==> config.mk <==
export PLATFORM = sky130hd
export DESIGN_NAME = accum_responder
export DESIGN_NICKNAME = d
export VERILOG_FILES = /design/src/rtl/accum_pkg.sv /design/src/rtl/accum_mul_seq.sv /design/src/rtl/accum_responder.sv
export SDC_FILE = /design/constraint.sdc
export NUM_CORES = 1
export LEC_CHECK = 0
export CORE_MARGIN = 10
export CORE_UTILIZATION = 55
export DETAILED_ROUTE_END_ITERATION = 7
export DONT_BUFFER_PORTS = 1
export PLACE_DENSITY = 0.7
export SYNTH_ARGS = -nofsm -noshare
export SYNTH_HDL_FRONTEND = slang
export SYNTH_SLANG_ARGS = --single-unit
==> constraint.sdc <==
create_clock -name clock -period 3.25 [get_ports clock]
set_input_delay 0.325 -clock clock [delete_from_list [all_inputs] [get_ports clock]]
set_output_delay 0.325 -clock clock [all_outputs]
set_load 0.02 [all_outputs]
==> src/rtl/accum_pkg.sv <==
// Shared types for the accumulator responder: call opcodes, FSM states and default width.
package accum_pkg;
  localparam int WIDTH_DEF = 8;

  typedef enum logic [2:0] {
    OP_NOP  = 3'd0,
    OP_ADD  = 3'd1,
    OP_SUB  = 3'd2,
    OP_LOAD = 3'd3,
    OP_CLR  = 3'd4,
    OP_MUL  = 3'd5
  } op_e;

  typedef enum logic [1:0] {
    ST_IDLE = 2'd0,
    ST_EXEC = 2'd1,
    ST_RESP = 2'd2
  } state_e;
endpackage

==> src/rtl/accum_mul_seq.sv <==
// Iterative shift-add multiplier: operands latched on start, one partial product per cycle for WIDTH cycles.
module accum_mul_seq
  import accum_pkg::*;
#(
  parameter int WIDTH = WIDTH_DEF
) (
  input  logic               clock,
  input  logic               reset_n,
  input  logic               start,
  input  logic [WIDTH-1:0]   a,
  input  logic [WIDTH-1:0]   b,
  output logic               done,
  output logic [2*WIDTH-1:0] product
);
  localparam int CW = $clog2(WIDTH + 1);

  logic [CW-1:0]      cnt;
  logic [2*WIDTH-1:0] mcand;
  logic [2*WIDTH-1:0] prod_q;
  logic [WIDTH-1:0]   mplier;
  logic [2*WIDTH-1:0] partial;

  always_comb begin
    partial = prod_q + (mplier[0] ? mcand : '0);
  end

  // done marks the cycle performing the final iteration; product is valid then.
  assign done    = (cnt == CW'(1));
  assign product = partial;

  always_ff @(posedge clock or negedge reset_n) begin
    if (!reset_n) begin
      cnt    <= '0;
      mcand  <= '0;
      prod_q <= '0;
      mplier <= '0;
    end else if (start) begin
      cnt    <= CW'(WIDTH);
      mcand  <= {{WIDTH{1'b0}}, a};
      prod_q <= '0;
      mplier <= b;
    end else if (cnt != '0) begin
      cnt    <= cnt - CW'(1);
      mcand  <= mcand << 1;
      prod_q <= partial;
      mplier <= mplier >> 1;
    end
  end
endmodule

==> src/rtl/accum_responder.sv <==
// Call responder: accepts one opcode/argument call at a time, updates an accumulator, returns a held response.
// state   | meaning
// IDLE    | ready to accept a call
// EXEC    | multi-cycle MUL in progress
// RESP    | result presented, waiting for rsp_ready
module accum_responder
  import accum_pkg::*;
#(
  parameter int               WIDTH     = WIDTH_DEF,
  parameter logic [WIDTH-1:0] RESET_VAL = '0
) (
  input  logic             clock,
  input  logic             reset_n,
  input  logic             req_valid,
  output logic             req_ready,
  input  logic [2:0]       req_op,
  input  logic [WIDTH-1:0] req_arg,
  output logic             rsp_valid,
  input  logic             rsp_ready,
  output logic [WIDTH-1:0] rsp_data,
  output logic             rsp_ovf,
  output logic             rsp_err,
  output logic             busy
);
  state_e             state;
  state_e             state_nxt;
  op_e                op;
  logic               accept;
  logic [WIDTH-1:0]   acc;
  logic               ovf_q;
  logic               err_q;
  logic [WIDTH:0]     sum;
  logic               mul_done;
  logic [2*WIDTH-1:0] mul_product;

  assign op     = op_e'(req_op);
  assign accept = req_valid && req_ready;
  assign sum    = {1'b0, acc} + {1'b0, req_arg};

  accum_mul_seq #(.WIDTH(WIDTH)) u_mul (
    .clock   (clock),
    .reset_n (reset_n),
    .start   (accept && (op == OP_MUL)),
    .a       (acc),
    .b       (req_arg),
    .done    (mul_done),
    .product (mul_product)
  );

  always_ff @(posedge clock or negedge reset_n) begin
    if (!reset_n) state <= ST_IDLE;
    else          state <= state_nxt;
  end

  always_comb begin
    state_nxt = state;
    case (state)
      ST_IDLE: if (accept) state_nxt = (op == OP_MUL) ? ST_EXEC : ST_RESP;
      ST_EXEC: if (mul_done) state_nxt = ST_RESP;
      ST_RESP: if (rsp_ready) state_nxt = ST_IDLE;
      default: state_nxt = ST_IDLE;
    endcase
  end

  always_comb begin
    req_ready = (state == ST_IDLE);
    rsp_valid = (state == ST_RESP);
    busy      = (state != ST_IDLE);
  end

  // Non-MUL results register on the accept edge; MUL lands on its final iteration.
  always_ff @(posedge clock or negedge reset_n) begin
    if (!reset_n) begin
      acc   <= RESET_VAL;
      ovf_q <= 1'b0;
      err_q <= 1'b0;
    end else if (accept) begin
      case (op)
        OP_NOP: begin
          ovf_q <= 1'b0;
          err_q <= 1'b0;
        end
        OP_ADD: begin
          acc   <= sum[WIDTH-1:0];
          ovf_q <= sum[WIDTH];
          err_q <= 1'b0;
        end
        OP_SUB: begin
          acc   <= acc - req_arg;
          ovf_q <= (req_arg > acc);
          err_q <= 1'b0;
        end
        OP_LOAD: begin
          acc   <= req_arg;
          ovf_q <= 1'b0;
          err_q <= 1'b0;
        end
        OP_CLR: begin
          acc   <= RESET_VAL;
          ovf_q <= 1'b0;
          err_q <= 1'b0;
        end
        OP_MUL: ;
        default: begin
          ovf_q <= 1'b0;
          err_q <= 1'b1;
        end
      endcase
    end else if ((state == ST_EXEC) && mul_done) begin
      acc   <= mul_product[WIDTH-1:0];
      ovf_q <= |mul_product[2*WIDTH-1:WIDTH];
      err_q <= 1'b0;
    end
  end

  assign rsp_data = acc;
  assign rsp_ovf  = ovf_q;
  assign rsp_err  = err_q;
endmodule

==> flow_metrics.py <==
metrics = {
    "logic_synthesis": {
        "netlist_area_sq_um": 4040,
        "synth_top_cell_by_area": "dfrtp_1",
        "ys.flop_type": "dfrtp_1",
        "synth_compound_area_share_pct": 21.5,
        "yosys.area_share.simple_pct": 18.4,
        "synth_cell_types": 55,
        "synth-seq-cells": 56,
        "synth.top_cell.area_share_pct": 34.7,
        "ys_seq_area_share_pct": 34.7,
        "yosysMostFrequentCell": "nand2_1",
        "synth-xor-area-share_pct": 4.56,
        "synth_top_family_by_area": "compound AO/OA/AOI/OAI gates",
        "ys.warnings.count": 0,
        "synth_fa_ha_area_share_pct": 12.0,
        "synth_common_cells": "67 x nand2_1, 56 x dfrtp_1, 55 x a21oi_1, 40 x nor2_1, 34 x ha_1",
        "async_flop_share_pct": 100,
        "synth_edf_count": 0,
        "syn-instance-count": 480,
        "synthMuxAreaShare_pct": 4.28,
        "synth.area.top_cells": "dfrtp_1 35%, ha_1 11%, a21oi_1 6.8%",
        "syn_nets": 532,
        "synth.avg_cell_area_sq_um": 8.41,
    },
    "global_routing": {
        "grt_pass1_vias": 3246,
        "gr-usage-all-layers_pct": 16.0,
        "grt_max_degree": 57,
        "antenna_found_initial": 0,
        "grt_pass1_wl_um": 15200,
        "overflow": 0,
    },
    "route": {
        "ant_nets": 0,
        "routed_wl_um": 8790,
        "wire_per_inst_um": 15.3,
        "via_per_inst": 5.75,
        "firstDrtPassIters": 4,
        "drtIter0Drc": 120,
        "dr_total_vias": 3298,
        "drc_errors": 0,
    },
    "power": {
        "cell_internal_pwr_mw": 1.79,
        "p_leak_nw": 1.95,
        "p_sw_mw": 1.39,
        "p_per_area_nw_per_um2": 748,
        "comb_power_share_pct": 47.6,
        "power_frac_seq_pct": 40.0,
        "ir_drop_mv": 0.322,
        "switching_share_pct": 43.7,
        "clkPwrFrac_pct": 12.4,
    },
    "clock_tree": {
        "cts_tree": "done",
        "cts_root_buf": "clkbuf_8",
        "clk_pin_slew_ps": 90,
        "cts_max_level": 2,
        "clkSinkCount": 56,
        "cts_max_path_buffers": 2,
        "clkLatencyLatePin_ps": 310,
        "cts.repair.resized": 0,
        "cts_buffers": 5,
    },
    "cells_and_area": {
        "antenna_cells": 0,
        "drive_gt1_share_pct": 5.47,
        "syn_to_final_growth_pct": 5.52,
        "fin_nets": 526,
    },
    "floorplan": {
        "dieArea_sq_um": 11200,
        "io-pin-count": 28,
        "die_x_um": 106,
        "core_sq_um": 7180,
        "initial_core_util_pct": 56.3,
        "num_rows": 31,
        "die_h_um": 106,
    },
    "timing": {
        "finalClockSkew_ps": 4.26,
        "max_freq_ghz": 0.342,
        "min_period_over_period_pct": 90.1,
        "rsz0062_at_grt": "false",
        "tns_ps": 0,
        "hold_violations": 0,
        "final-setup-viol-count": 0,
        "tightestPinTransition_ps": 1050,
        "fin_crit_ps": 2930,
        "setup_slack_ps": 322,
        "drv_slew": 0,
        "slew_headroom_pct": 29.5,
    },
    "placed_design": {
        "place_ws_ps": 365,
        "port_buffers": 0,
        "dp.final_hpwl_um": 6600,
        "gp_congestion": 0.929,
    },
    "hold_path": {
        "min_path_type": "input pin to flip-flop",
    },
    "critical_path": {
        "path_class": "flip-flop to flip-flop",
        "cp_max_fo": 9,
        "endpoint": "rsp_ovf",
        "cp-start-kind": "flip-flop",
        "rr_worst_depth": 12,
        "r2r_slack_ps": 320,
        "cp.arrival_ps": 3110,
        "crit_buf_inv": 0,
        "worstPathCellList": "and2_1 -> ha_1 -> fa_1 -> a21oi_1 -> o211ai_1 -> and2_1 -> a21oi_1 -> a22oi_1 -> xnor2_1 -> nand4_1 -> nor4_2 -> a21oi_1",
        "crit_family": "compound AO/OA/AOI/OAI gates",
        "cp.required_ps": 3440,
        "reg2reg_to": "rsp_ovf",
        "cpMaxStageDelayCell": "dfrtp_1",
        "crit_start": "u_mul.mplier[0]",
        "slowest_delay_ps": 460,
        "r2r-start": "u_mul.mplier[0]",
        "cp_common_cell": "a21oi_1",
        "cp-end-kind": "flip-flop",
        "cp.depth": 12,
    },
    "outcome": {
        "status": "finished clean",
    },
    "flow_run": {
        "maxCapViolCount": 0,
    },
}
-- registers in the layout, summed over array words and instances, names as in the netlist --
| signal | flops |
|---|---|
| rsp_data | 8 |
| rsp_err | 1 |
| rsp_ovf | 1 |
| state | 2 |
| u_mul.cnt | 4 |
| u_mul.mcand | 16 |
| u_mul.mplier | 8 |
| u_mul.prod_q | 16 |
-- cell families after synthesis --
family | after synthesis
AO/OA/AOI/OAI | 141
XOR/XNOR | 21
adder cells (fa/ha/maj) | 37
multiplexers | 17
flip-flops | 56
AND/OR/NAND/NOR | 161
buffers and inverters | 47
-- power by group through the flow --
stage / logic (mW) / registers, mW / clock network (mW)
6_report: 1.52 / 1.28 / 0.394
5_1_grt: 1.73 / 1.32 / 0.435
4_1_cts: 1.53 / 1.28 / 0.407
3_5_place_dp: 1.50 / 1.29 / 0
3_3_place_gp: 1.46 / 1.29 / 0
2_1_floorplan: 1.23 / 1.20 / 0
-- layout make-up --
| type | instances | area, sq um |
|---|---|---|
| clock buffers | 8 | 90.1 |
| inverters | 26 | 97.6 |
| multi-input cells | 377 | 2450 |
| fillers | 647 | 2920 |
| well taps | 99 | 124 |
| flip-flops and latches | 56 | 1400 |
| repair buffers | 8 | 95.1 |
-- stage by stage --
step / std cells / hold slack, ps / utilization [%] / power [mW] / area (sq um)
CTS: 574 / 126 / 59.4 / 3.21 / 4260
global placement: 564 / 31.2 / 57.6 / 2.74 / 4130
detailed placement: 564 / 31.2 / 57.6 / 2.79 / 4130
floorplan: 480 / 29.4 / - / 2.43 / 4040
global route: 574 / 126 / 59.4 / 3.48 / 4260
finish: 574 / 129 / 59.4 / 3.18 / 4260
-- worst register-to-register path, stage by stage, from the launching register on --
cell and delay (ps):
dfrtp_1 460, and2_1 190, ha_1 210, fa_1 420, a21oi_1 250, o211ai_1 150, and2_1 190, a21oi_1 190
a22oi_1 110, xnor2_1 210, nand4_1 140, nor4_2 180, a21oi_1 100
-- per-layer routing --
layer	vias up	global-route usage [%]	share of wire, %
met5	-	0	0
met4	0	3.58	1.0
met3	7	3.71	5.5
met2	63	26.5	47
met1	1583	20.7	47
li1	1645	-	-
-- how the worst min path moves through the flow --
| stage | start | endpoint | slack, ps | cells after the start |
|---|---|---|---|---|
| 6_report | req_arg[0] | u_mul.mplier[0] | 130 | 2 |
| 5_1_grt | req_arg[5] | u_mul.mplier[5] | 130 | 2 |
| 4_1_cts | req_arg[0] | u_mul.mplier[0] | 130 | 2 |
| 3_5_place_dp | reset_n | rsp_err | 30 | 0 |
| 3_3_place_gp | reset_n | rsp_err | 30 | 0 |
| 2_1_floorplan | reset_n | rsp_data[0] | 30 | 0 |
-- cells in the final DEF (no fill, tap or decap), types with 6 or more instances in the layout --
master,instances
a21oi_1,55
ha_1,34
and2_1,19
dfrtp_1,56
mux2i_1,15
xor2_1,6
nor2_1,40
nor2b_1,8
clkbuf_8,6
inv_1,26
nand2b_1,8
o21bai_1,6
xnor2_1,15
nand2_1,67
o21ai_0,32
a211oi_1,8
a21o_1,8
-- timing repair --
action | 4_1_cts | 5_1_grt
hold buffers | 2 | 0
endpoints found under the hold margin | 56 | 0
endpoints found under the setup margin | 0 | 0
buffers inserted | 0 | 0
(Power assumes the default switching activity.)
